==> src/rtl/ram_window_ctrl_if.sv <==
// Z80-side bus and SRAM-side control bundle for the 0xB800-0xFFFF RAM window controller.
// The Z80 strobes are active-low and asynchronous: a transfer is requested while MREQ_N
// is low with exactly one of RD_N/WR_N low, and WAIT_N low asks the CPU to stretch it.
interface ram_window_ctrl_if;
  logic [4:0] Addr;
  logic [7:0] PortAddr;
  logic [7:0] D;
  logic       MREQ_N;
  logic       IORQ_N;
  logic       RD_N;
  logic       WR_N;
  logic       RAM_CS_N;
  logic       RAM_OE_N;
  logic       RAM_WE_N;
  logic [1:0] RAM_BA;
  logic       WAIT_N;
  logic [7:0] CTRL;

  modport master (
    output Addr, PortAddr, D, MREQ_N, IORQ_N, RD_N, WR_N,
    input  RAM_CS_N, RAM_OE_N, RAM_WE_N, RAM_BA, WAIT_N, CTRL
  );

  modport slave (
    input  Addr, PortAddr, D, MREQ_N, IORQ_N, RD_N, WR_N,
    output RAM_CS_N, RAM_OE_N, RAM_WE_N, RAM_BA, WAIT_N, CTRL
  );
endinterface

==> src/rtl/ram_window_ctrl.sv <==
// Banked SRAM window controller for a Z80: synchronizes the strobes, decodes the window,
// inserts programmable wait states and drives registered SRAM controls.
module ram_window_ctrl (
  input  logic               CLK,
  input  logic               RESET,
  ram_window_ctrl_if.slave   bus,
  output logic [1:0]         o_state
);

  typedef enum logic [1:0] {
    S_IDLE    = 2'd0,
    S_WAITST  = 2'd1,
    S_ACTIVE  = 2'd2,
    S_RECOVER = 2'd3
  } state_t;

  state_t     r_state;
  logic       r_mreq_s1, r_mreq_s2;
  logic       r_iorq_s1, r_iorq_s2;
  logic       r_rd_s1, r_rd_s2;
  logic       r_wr_s1, r_wr_s2;
  logic       r_iorq_prev;
  logic [7:0] r_ctrl;
  logic [1:0] r_cnt;
  logic       r_dir_wr;
  logic       r_wp;
  logic       r_cs_n, r_oe_n, r_we_n, r_wait_n;
  logic [1:0] r_ba;

  logic       w_ctrl_ld;
  logic [7:0] w_ctrl_nxt;
  logic       w_hit;
  logic       w_start;

  always_ff @(posedge CLK) begin
    if (RESET) begin
      r_mreq_s1   <= 1'b1;
      r_mreq_s2   <= 1'b1;
      r_iorq_s1   <= 1'b1;
      r_iorq_s2   <= 1'b1;
      r_rd_s1     <= 1'b1;
      r_rd_s2     <= 1'b1;
      r_wr_s1     <= 1'b1;
      r_wr_s2     <= 1'b1;
      r_iorq_prev <= 1'b1;
    end else begin
      r_mreq_s1   <= bus.MREQ_N;
      r_mreq_s2   <= r_mreq_s1;
      r_iorq_s1   <= bus.IORQ_N;
      r_iorq_s2   <= r_iorq_s1;
      r_rd_s1     <= bus.RD_N;
      r_rd_s2     <= r_rd_s1;
      r_wr_s1     <= bus.WR_N;
      r_wr_s2     <= r_wr_s1;
      r_iorq_prev <= r_iorq_s2;
    end
  end

  // Load only on the falling edge of synced IORQ_N so one I/O cycle writes CTRL once.
  assign w_ctrl_ld  = !r_iorq_s2 && !r_wr_s2 && r_iorq_prev && (bus.PortAddr == 8'h7F);
  assign w_ctrl_nxt = w_ctrl_ld ? (bus.D & 8'h9F) : r_ctrl;
  assign w_hit      = (bus.Addr >= 5'b10111);
  assign w_start    = !r_mreq_s2 && (r_rd_s2 ^ r_wr_s2) && w_hit && r_ctrl[7];

  always_ff @(posedge CLK) begin
    if (RESET) begin
      r_ctrl <= 8'h80;
    end else begin
      r_ctrl <= w_ctrl_nxt;
    end
  end

  // Bank, direction, WP and wait count are captured at cycle start so later CTRL or
  // bus changes only affect the next RAM cycle.
  always_ff @(posedge CLK) begin
    if (RESET) begin
      r_state  <= S_IDLE;
      r_cnt    <= 2'd0;
      r_dir_wr <= 1'b0;
      r_wp     <= 1'b0;
      r_cs_n   <= 1'b1;
      r_oe_n   <= 1'b1;
      r_we_n   <= 1'b1;
      r_wait_n <= 1'b1;
      r_ba     <= 2'd0;
    end else begin
      case (r_state)
        S_IDLE: begin
          r_ba <= w_ctrl_nxt[1:0];
          if (w_start) begin
            r_state  <= S_WAITST;
            r_dir_wr <= !r_wr_s2;
            r_wp     <= r_ctrl[2];
            r_cnt    <= r_ctrl[4:3];
            r_wait_n <= (r_ctrl[4:3] == 2'd0);
            r_ba     <= r_ctrl[1:0];
          end
        end
        S_WAITST: begin
          if (r_mreq_s2) begin
            r_state  <= S_RECOVER;
            r_wait_n <= 1'b1;
            r_ba     <= w_ctrl_nxt[1:0];
          end else if (r_cnt != 2'd0) begin
            r_cnt    <= r_cnt - 2'd1;
            r_wait_n <= (r_cnt == 2'd1);
          end else begin
            r_state <= S_ACTIVE;
            r_cs_n  <= 1'b0;
            r_oe_n  <= r_dir_wr;
            r_we_n  <= !(r_dir_wr && !r_wp);
          end
        end
        S_ACTIVE: begin
          if (r_mreq_s2) begin
            r_state <= S_RECOVER;
            r_cs_n  <= 1'b1;
            r_oe_n  <= 1'b1;
            r_we_n  <= 1'b1;
            r_ba    <= w_ctrl_nxt[1:0];
          end
        end
        S_RECOVER: begin
          r_state <= S_IDLE;
          r_ba    <= w_ctrl_nxt[1:0];
        end
        default: begin
          r_state <= S_IDLE;
        end
      endcase
    end
  end

  assign bus.RAM_CS_N = r_cs_n;
  assign bus.RAM_OE_N = r_oe_n;
  assign bus.RAM_WE_N = r_we_n;
  assign bus.RAM_BA   = r_ba;
  assign bus.WAIT_N   = r_wait_n;
  assign bus.CTRL     = r_ctrl;
  assign o_state      = r_state;

endmodule

==> src/flat_wrapper.sv <==
// flat-port wrapper written by rule: the top's interface ports become plain ports
module ram_window_ctrl_flat 
  (CLK, RESET, o_state, bus_Addr, bus_PortAddr, bus_D, bus_MREQ_N, bus_IORQ_N, bus_RD_N, bus_WR_N, bus_RAM_CS_N, bus_RAM_OE_N, bus_RAM_WE_N, bus_RAM_BA, bus_WAIT_N, bus_CTRL);
  ram_window_ctrl_if bus_i ();
  input  logic CLK;
  input  logic RESET;
  output logic [1:0] o_state;
  input wire logic [$bits(bus_i.Addr)-1:0] bus_Addr;
  input wire logic [$bits(bus_i.PortAddr)-1:0] bus_PortAddr;
  input wire logic [$bits(bus_i.D)-1:0] bus_D;
  input wire logic [$bits(bus_i.MREQ_N)-1:0] bus_MREQ_N;
  input wire logic [$bits(bus_i.IORQ_N)-1:0] bus_IORQ_N;
  input wire logic [$bits(bus_i.RD_N)-1:0] bus_RD_N;
  input wire logic [$bits(bus_i.WR_N)-1:0] bus_WR_N;
  output wire logic [$bits(bus_i.RAM_CS_N)-1:0] bus_RAM_CS_N;
  output wire logic [$bits(bus_i.RAM_OE_N)-1:0] bus_RAM_OE_N;
  output wire logic [$bits(bus_i.RAM_WE_N)-1:0] bus_RAM_WE_N;
  output wire logic [$bits(bus_i.RAM_BA)-1:0] bus_RAM_BA;
  output wire logic [$bits(bus_i.WAIT_N)-1:0] bus_WAIT_N;
  output wire logic [$bits(bus_i.CTRL)-1:0] bus_CTRL;
  assign bus_i.Addr = bus_Addr;
  assign bus_i.PortAddr = bus_PortAddr;
  assign bus_i.D = bus_D;
  assign bus_i.MREQ_N = bus_MREQ_N;
  assign bus_i.IORQ_N = bus_IORQ_N;
  assign bus_i.RD_N = bus_RD_N;
  assign bus_i.WR_N = bus_WR_N;
  assign bus_RAM_CS_N = bus_i.RAM_CS_N;
  assign bus_RAM_OE_N = bus_i.RAM_OE_N;
  assign bus_RAM_WE_N = bus_i.RAM_WE_N;
  assign bus_RAM_BA = bus_i.RAM_BA;
  assign bus_WAIT_N = bus_i.WAIT_N;
  assign bus_CTRL = bus_i.CTRL;
  ram_window_ctrl u_core (.CLK(CLK), .RESET(RESET), .bus(bus_i), .o_state(o_state));
endmodule
==> config.mk <==
export PLATFORM = sky130hd
export DESIGN_NAME = ram_window_ctrl_flat
export DESIGN_NICKNAME = d
export VERILOG_FILES = /design/src/rtl/ram_window_ctrl_if.sv /design/src/rtl/ram_window_ctrl.sv /design/src/flat_wrapper.sv
export SDC_FILE = /design/constraint.sdc
export NUM_CORES = 1
export LEC_CHECK = 0
export ABC_AREA = 1
export BUFFER_PORTS_ARGS = -buffer_cell sky130_fd_sc_hd__buf_2
export CAP_MARGIN = 20
export CORE_AREA = 3 3 71 73
export DETAILED_ROUTE_END_ITERATION = 12
export DIE_AREA = 0 0 74 76
export GPL_TIMING_DRIVEN = 0
export PLACE_DENSITY = 0.51
export SLEW_MARGIN = 10
export SYNTH_ARGS = -nofsm -noshare
export SYNTH_HDL_FRONTEND = slang
export SYNTH_SLANG_ARGS = --single-unit
==> constraint.sdc <==
create_clock -name CLK -period 1.8 [get_ports CLK]
set_input_delay 0.09 -clock CLK [delete_from_list [all_inputs] [get_ports CLK]]
set_output_delay 0.09 -clock CLK [all_outputs]
set_load 0.05 [all_outputs]
* Word-level counts from Yosys, hierarchy flattened *
Cells that the tools add are included.

word-level totals
  register bits after elaboration = 27
  bits in latches = 0
  memory bits (writable) = 0
  ROM bits = 0
  input bits = 27
  output and inout port bits = 16
  word-level logic and storage cells = 86
  memories kept = 0

operators by class
  add/sub/neg operators = 1
  multiply operators = 0
  div/mod/pow operators = 0
  magnitude comparators = 1
  equality and inequality tests = 13
  shift operators = 0
  multiplexer cells = 27
  bitwise logic cells = 1
  reduce and logical (&&, ||, !) cells = 23

operators with widths
  operator                                                             number
  2-bit 2-to-1 mux                                                     10
  1-bit 2-to-1 mux                                                     10
  8-bit by 7-bit == test with 1-bit output (second input constant)     1
  2-bit by 1-bit != test with 1-bit output (second input constant)     4
  1-bit one-hot mux with 2 select lines                                4
  2-bit one-hot mux with 4 select lines                                1
  4-bit AND reduction                                                  2
  1-bit logical AND                                                    7
  2-bit one-hot mux with 3 select lines                                1
  3-bit AND reduction                                                  2
  2-bit nonzero test                                                   3
  5-bit greater-or-equal comparator (second input constant)            1
  1-bit zero test                                                      5
  2-bit by 1-bit == test with 1-bit output (second input constant)     2
  2-bit == test (second input constant)                                2
  2-bit zero test                                                      2
  2-bit != test (second input constant)                                2
  2-bit one-hot mux with 2 select lines                                1
  3-bit by 1-bit != test with 1-bit output (second input constant)     1
  3-bit by 2-bit != test with 1-bit output (second input constant)     1
  2-bit AND reduction                                                  1
  2-bit OR reduction                                                   1
  2-bit by 1-bit subtractor with 2-bit output (second input constant)  1
  1-bit bitwise XOR                                                    1

* Longest topological paths before layout *
Gate-level depths: netlist of the first run.

  depth after elaboration = 7
  depth in mapped cells = 10
  depth with buffers taken out = 10

* Worst setup path before layout of the first run *
No wires, ideal clock.

  path kind = register -> register
  start point = register u_core.r_state[0], in the netlist u_core.o_state[0]
  end point = register u_core.r_cnt[0]
  setup time = 0.113 ns
  data arrival time = 1.603 ns
  slack = 0.084 ns
  stages on the path, launching flop included = 8
  buffers on the path = 0
  period minus slack after synthesis = 1.716 ns
  path through = dfxtp_1 inv_1 ha_1 or2_1 nand2_2 nand2_2 nor2_1 nor2_1

on the way
  cells in the longest elaborated chain, start to end = 3

ends and longest elaborated chain
  item                                                                                line                    text
  start: declaration                                                                  ram_window_ctrl.sv:17   state_t r_state;
  start signal: assignment                                                            ram_window_ctrl.sv:77   r_state <= S_IDLE;
  start signal: assignment                                                            ram_window_ctrl.sv:91   r_state <= S_WAITST;
  start signal: assignment                                                            ram_window_ctrl.sv:101  r_state <= S_RECOVER;
  2-bit by 1-bit == test with 1-bit output / 2-bit zero test (equally long branches)  ram_window_ctrl.sv:87   case (r_state)
  2-bit by 1-bit != test with 1-bit output (no line) (tied with other cells)          n/a
  4-bit AND reduction (no line)                                                       n/a
  end signal: assignment                                                              ram_window_ctrl.sv:94   r_cnt <= r_ctrl[4:3];
  end signal: assignment                                                              ram_window_ctrl.sv:105  r_cnt <= r_cnt - 2'd1;
  end: declaration                                                                    ram_window_ctrl.sv:24   logic [1:0] r_cnt;

Parallel ways exist; a longest one is shown, timed or not.
A chain may end at the register's enable or synchronous reset.

* Final worst setup path of the first run *
  start point = register u_core.r_state[1], in the netlist u_core.o_state[1]
  end point = register u_core.r_cnt[1]

Same word-level chain as after synthesis.

==> out/metrics.yaml, run 1 <==
status: "complete, no violations"
drtAntennaViolNets: 0
critPathKind: "reg -> reg"
start_util_pct: 28.26
seq_area_frac_synth_pct: 43.33
fill_cells: 486
hpwl_um: 2109
track_usage_pct: 10.39
crit_path_cell_trace: "inv_1, ha_1, inv_2, or2_1, nand2_2, nand2_2, nor2_1, nor2_1"
clock_skew_ns: 0.001577
drv_cap: 0
syn2layout_area_growth_pct: 27.58
place_inst: 259
totalWireLength_um: 2693
drc_errors: 0
final-setup-viol-count: 0
timing.final.crit_share_pct: 82.65
drive_gt1_share_pct: 28.37
numCtsBuffers: 3
grt_overflow_total: 0
cts_sinks: 27
crit_end: "u_core.r_cnt[1]"
min_path_type: "in -> reg"
port_buffers: 38
fin_crit_ns: 1.488
vias: 1136
synth-seq-cells: 27
wl_per_cell_um: 10.09
cts_max_level: 1
clk-insertion-delay-late_ns: 0.27
core_area_um2: 4414
cp_slowest_cell: "dfxtp_1"
grt_pass1_wl_um: 4678
cp-startpoint: "u_core.o_state[1]"
busiest_layer: "met2"
power.leakage_nw: 0.7783
die_h_um: 76
grtUsageMet2_pct: 15.96
num_antenna_cells: 0
instances_no_fill: 267
nets: 249
tritoncts: "done"
fin_setup_tns_ns: 0
hold_violations: 0
use_met3_pct: 2.375
firstDrtPassIters: 4
arrival_ns: 1.66
r2r-end: "u_core.r_cnt[1]"
fmax_mhz: 672.2
cts_max_path_buffers: 2
drt_iter0_drc: 49
num_rows: 24
cts_setup_buffers: 0
ys_types: 21
clockRootBuffer: "clkbuf_8"
cts_hold_buf: 4
slew_violations: 0
ys_warn_count: 0
die-width_um: 74
place.gp.congestion: 0.7933
io_pins: 43
r2r-start: "u_core.o_state[1]"
critPathMaxStageDelay_ns: 0.36
required_ns: 1.97
cts_resized: 0
grt_start_max_net_pins: 15
antenna_found_initial: 0
worstSetupStartpointType: "flip-flop"
grt_use_met1_pct: 13.99
worstPathMaxFanout: 8
rsz0062_at_grt: "no"
ff2ff_setup_slack_ns: 0.31
netlist_area_um2: 1247
avgViaCountPerCell: 4.255
die-area_um2: 5624
clk_pin_slew_worst_paths_ns: 0.09
syn_area_per_cell_um2: 7.425
power.density_nw_per_um2: 936.4
reg2reg_depth: 8
cp-end-kind: "flip-flop"
vdd_drop_max_uv: 300.2
syn_inst: 168
grt_pass1_vias: 1087
synth_stat cells, drive strengths merged:
library cell	number	area share, %
a21oi	11	4.4
a31oi	1	0.50
buf	2	1.2
clkbuf	2	1.4
conb	1	0.30
dfxtp	27	43
ha	6	6.0
inv	23	6.9
nand2	39	12
nand3	10	5.2
nand4	2	1.0
nor2	18	5.8
o211ai	2	1.2
o21ai	15	6.0
or2	9	4.5
worst min path at each step:
stage / startpoint / end / slack (ns) / depth (start not counted)
finish: bus_D[7] / u_core.bus.CTRL[7] / 0.07 / 3
global route: bus_D[7] / u_core.bus.CTRL[7] / 0.09 / 3
CTS: bus_D[7] / u_core.bus.CTRL[7] / 0.07 / 3
detailed placement: bus_RD_N / u_core.r_rd_s1 / 0.28 / 2
global placement: bus_IORQ_N / u_core.r_iorq_s1 / 0.27 / 2
floorplan: bus_IORQ_N / u_core.r_iorq_s1 / 0.19 / 1
logic make-up after synthesis:
| kind of cell | after synthesis | share of synthesized area, % |
|---|---|---|
| adders and majority gates | 6 | 6.018 |
| and+or+nand+nor | 78 | 28.69 |
| buffers and inverters | 27 | 9.528 |
| DFF | 27 | 43.33 |
| other | 1 | 0.3006 |
| AOI/OAI and AO/OA | 29 | 12.14 |
stage by stage:
step | power [mW] | worst slack, ns | util (%) | hold slack, ns | cell area (µm²)
floorplan | 1.046 | 0.08427 | - | 0.1938 | 1251
global placement | 1.157 | 0.3225 | 34.13 | 0.2714 | 1506
detailed placement | 1.160 | 0.3228 | 34.13 | 0.2754 | 1506
CTS | 1.518 | 0.3026 | 36.05 | 0.06606 | 1592
global route | 1.606 | 0.1003 | 36.05 | 0.08557 | 1592
finish | 1.490 | 0.3123 | 36.05 | 0.07005 | 1592
registers in the layout (all words and copies together), names as in the netlist, 2 cells and up:
register	cells
u_core.bus.CTRL	6
u_core.bus.RAM_BA	2
u_core.o_state	2
u_core.r_cnt	2
worst max-delay path, delay by kind of cell, from the launching register on:
kind,cells,cell delay [ns]
simple gates,5,0.53
flops,1,0.36
fa+ha+maj,1,0.31
buf+inv,2,0.19
cell type report:
| type | instances | area (µm²) | area share (%) |
|---|---|---|---|
| Multi-Input combinational cell | 115 | 591.8 | 37.19 |
| Sequential cell | 27 | 540.5 | 33.96 |
| Inverter | 23 | 86.33 | 5.425 |
| Tap cell | 52 | 65.06 | 4.088 |
| Timing Repair Buffer | 42 | 230.2 | 14.47 |
| Buffer | 4 | 32.53 | 2.044 |
| Clock buffer | 4 | 45.04 | 2.830 |
layout by cell type (no fill, tap or decap):
cell type      instances
inv_1                 21
o21ai_0               15
o211ai_1               2
clkbuf_1               2
nor2_1                16
buf_2                 38
or2_1                  1
or2_2                  8
inv_2                  2
clkbuf_8               4
nand3_2                3
nor2_2                 2
nand2_2                2
nand2_1               37
dfxtp_1               27
a21oi_1               11
nand3_1                7
dlygate4sd3_1          4
ha_1                   6
buf_4                  2
conb_1                 2
a31oi_1                1
nand4_1                2
power breakdown:
group          switching (mW)  internal [mW]
Combinational           0.326          0.148
Sequential             0.0275          0.646
Clock                   0.184          0.158
Total                   0.538          0.953
metal layers:
layer | wire length (µm) | share of wire [%] | vias to the layer above
li1 | - | - | 622
met1 | 1315 | 49 | 486
met2 | 1187 | 44 | 23
met3 | 152 | 5.6 | 5
met4 | 38 | 1.4 | 0
met5 | 0 | 0 | -
(Power assumes the default switching activity.)
==> inputs of run 2 (changes only) <==
- ABC_AREA: 1 -> 0
- CORE_AREA: 3 3 71 73 -> 3 3 73 75
- DIE_AREA: 0 0 74 76 -> 0 0 76 78
- PLACE_DENSITY: 0.51 -> 0.5
- clock period: 1.8 -> 1.5 ns (I/O delays scaled with it)
==> out/metrics.yaml, run 2 <==
status: "complete, but fails checks"  # was complete, no violations
violations: "setup timing"
wl_per_cell_um: 12.18  # was 10.09 µm
num_antenna_cells: 0  # unchanged
ff2ff_setup_slack_ns: -0.02  # was 0.31 ns
crit_path_cell_trace: "inv_4, ha_4, nor2b_2, a41oi_2, or4_1, o31ai_1"  # was inv_1, ha_1, inv_2, or2_1, nand2_2, nand2_2, nor2_1, nor2_1
numCtsBuffers: 3  # unchanged
die-width_um: 76  # was 74 µm
hpwl_um: 2391  # was 2109 µm
syn_area_per_cell_um2: 9.314  # was 7.425 µm²
die_h_um: 78  # was 76 µm
timing.final.crit_share_pct: 101.0  # was 82.65%
fin_setup_tns_ns: -0.02957  # was 0 ns
whs_ns: 0.03157  # was 0.07005 ns
tritoncts: "done"  # unchanged
critPathKind: "reg -> reg"  # unchanged
clk_pin_slew_worst_paths_ns: 0.09  # about the same
instances_no_fill: 264  # was 267
nets: 231  # was 249
required_ns: 1.69  # was 1.97 ns
power.leakage_nw: 0.7466  # was 0.7783 nW
netlist_area_um2: 1323  # was 1247 µm²
relSlewSlack_pct: 60.95
min_path_type: "in -> reg"  # unchanged
synth-main-ff-cell: "dfxtp_1"  # unchanged
clock_skew_ns: 0.008014  # was 0.001577 ns
place_area_um2: 1654  # was 1506 µm²
grt_pass1_wl_um: 5292  # was 4678 µm
final-setup-viol-count: 2  # was 0
use_met3_pct: 2.320  # was 2.375%
synth-edff-count: 0  # unchanged
vdd_drop_max_uv: 392.3  # was 300.2 µV
drv_cap: 0  # unchanged
drt_iter0_drc: 43  # was 49
synth_area_leaders: "dfxtp_1 (41%), ha_1 (5.7%), mux2i_1 (5.3%)"  # was dfxtp_1 (43%), nand2_1 (11%), inv_1 (6.3%)
yosys.area.top_type_share_pct: 40.87  # was 43.33%
slew_violations: 0  # unchanged
hold_violations: 0  # unchanged
synthTopCellsByCount: "dfxtp_1 (27), nor2_1 (15), or2_2 (10)"  # was nand2_1 (37), dfxtp_1 (27), inv_1 (21)
yosysMostFrequentCell: "dfxtp_1"  # was nand2_1
arrival_ns: 1.70  # was 1.66 ns
port_buffers: 38  # unchanged
die-area_um2: 5928  # was 5624 µm²
grt_start_max_net_pins: 15  # unchanged
ys_types: 39  # was 21
track_usage_pct: 10.76  # was 10.39%
drtAntennaViolNets: 0  # unchanged
syn_inst: 142  # was 168
post-route-worst-setup-slack_ns: -0.01561  # was 0.3123 ns
start_util_pct: 28.00  # was 28.26%
yosysTopAreaCell: "dfxtp_1"  # unchanged
worstSetupStartpointType: "flip-flop"  # unchanged
busiest_layer: "met2"  # unchanged
firstDrtPassIters: 5  # was 4
avgViaCountPerCell: 4.602  # was 4.255
cp_slowest_cell: "or4_1"  # was dfxtp_1
stdcell_area_um2: 1892  # was 1592 µm²
io_pins: 43  # unchanged
grt_use_met1_pct: 13.69  # was 13.99%
cts_max_level: 1  # unchanged
fill_cells: 473  # was 486
cts_max_path_buffers: 2  # unchanged
fin_crit_ns: 1.516  # was 1.488 ns
worst-slew-pin-transition_ns: 0.5831
grt_pass1_vias: 1161  # was 1087
antenna_found_initial: 0  # unchanged
worstPathMaxFanout: 6  # was 8
drc_errors: 0  # unchanged
power.density_nw_per_um2: 818.7  # was 936.4 nW/µm²
whs_path_depth: 3  # unchanged
syn2layout_area_growth_pct: 43.05  # was 27.58%
ys_warn_count: 0  # unchanged
grt_overflow_total: 0  # unchanged
rsz0062_at_grt: "yes"  # was no
async_flop_share_pct: 0  # unchanged
grtUsageMet2_pct: 18.53  # was 15.96%
fmax_mhz: 659.8  # was 672.2 MHz
cts_sinks: 27  # unchanged
core_area_um2: 4723  # was 4414 µm²
vias: 1215  # was 1136
critPathMaxStageDelay_ns: 0.53  # was 0.36 ns
place.gp.congestion: 0.7297  # was 0.7933
reg2reg_depth: 6  # was 8
seq_area_frac_synth_pct: 40.87  # was 43.33%
layout_common_cells: "buf_2 (38), dfxtp_1 (21), nor2_1 (15)"  # was buf_2 (38), nand2_1 (37), dfxtp_1 (27)
clockRootBuffer: "clkbuf_8"  # unchanged
layout_commonest_cell: "buf_2"  # unchanged
clk-insertion-delay-late_ns: 0.27  # about the same
num_rows: 25  # was 24
drive_gt1_share_pct: 45.69  # was 28.37%
largest_reg_flops: 6  # unchanged
cp-end-kind: "flip-flop"  # unchanged
totalWireLength_um: 3216  # was 2693 µm
synth-seq-cells: 27  # unchanged
place_inst: 248  # was 259
==> run 2: through the flow <==
| step | worst slack [ns] | util, % | total power, mW |
|---|---|---|---|
| 2_1_floorplan | -0.03937 | - | 1.008 |
| 3_3_place_gp | -0.2654 | 35.02 | 1.099 |
| 3_5_place_dp | -0.2639 | 35.02 | 1.105 |
| 4_1_cts | -0.004434 | 38.83 | 1.548 |
| 5_1_grt | -0.09474 | 40.05 | 1.641 |
| 6_report | -0.01561 | 40.05 | 1.549 |
==> run 2: per-layer routing <==
metal | up-vias | wire length [µm]
li1 | 618 | -
met1 | 561 | 1478
met2 | 32 | 1561
met3 | 4 | 147
met4 | 0 | 29
met5 | - | 0
==> run 2: layout make-up <==
cell class / instances / area, µm² / area share [%]
well taps: 67 / 83.83 / 4.431
clock buffers: 4 / 45.04 / 2.381
repair buffers: 51 / 300.3 / 15.87
multi-input cells: 101 / 833.3 / 44.05
flip-flops and latches: 27 / 558.0 / 29.50
plain buffers: 6 / 33.78 / 1.786
inverters: 8 / 37.54 / 1.984
==> run 2: report_power, final <==
part           switching, mW  internal, mW  total (mW)
Combinational          0.214         0.169       0.383
Clock                  0.216         0.190       0.406
Sequential            0.0217         0.738       0.760
==> run 2: worst max-delay path, delay by kind of cell, from the launching register on <==
family | cells | cell delay (ns)
flops | 1 | 0.38
fa+ha+maj | 1 | 0.19
compound gates | 2 | 0.14
buf+inv | 1 | 0.05
simple gates | 2 | 0.67
==> run 2: path summary, 6_finish.rpt <==
path / startpoint / to
min reg2reg: u_core.r_rd_s1 / u_core.r_rd_s2
max reg2reg: u_core.o_state[0] / u_core.r_cnt[1]
min: bus_D[3] / u_core.bus.CTRL[3]
max: u_core.o_state[0] / u_core.r_cnt[1]
==> run 2: timing repair <==
item                                    in CTS  in global routing
hold buffers                                 5                  0
resized for setup                           13                 11
pin swaps                                    8                  5
endpoints found under the setup margin      15                 12
hold endpoints to repair                     5                  0
setup buffers                                7                  1
==> run 2: cells by family (layout without fill, tap and decap cells) <==
logic type	Yosys count	after routing	share of synthesized area, %
buffers and inverters	15	69	5.392
adder cells (fa/ha/maj)	6	6	5.676
AO/OA/AOI/OAI	33	33	17.03
flip-flops	27	27	40.87
XOR/XNOR	2	2	1.325
multiplexers	7	7	5.298
other	1	2	0.2835
AND/OR/NAND/NOR	51	51	24.12
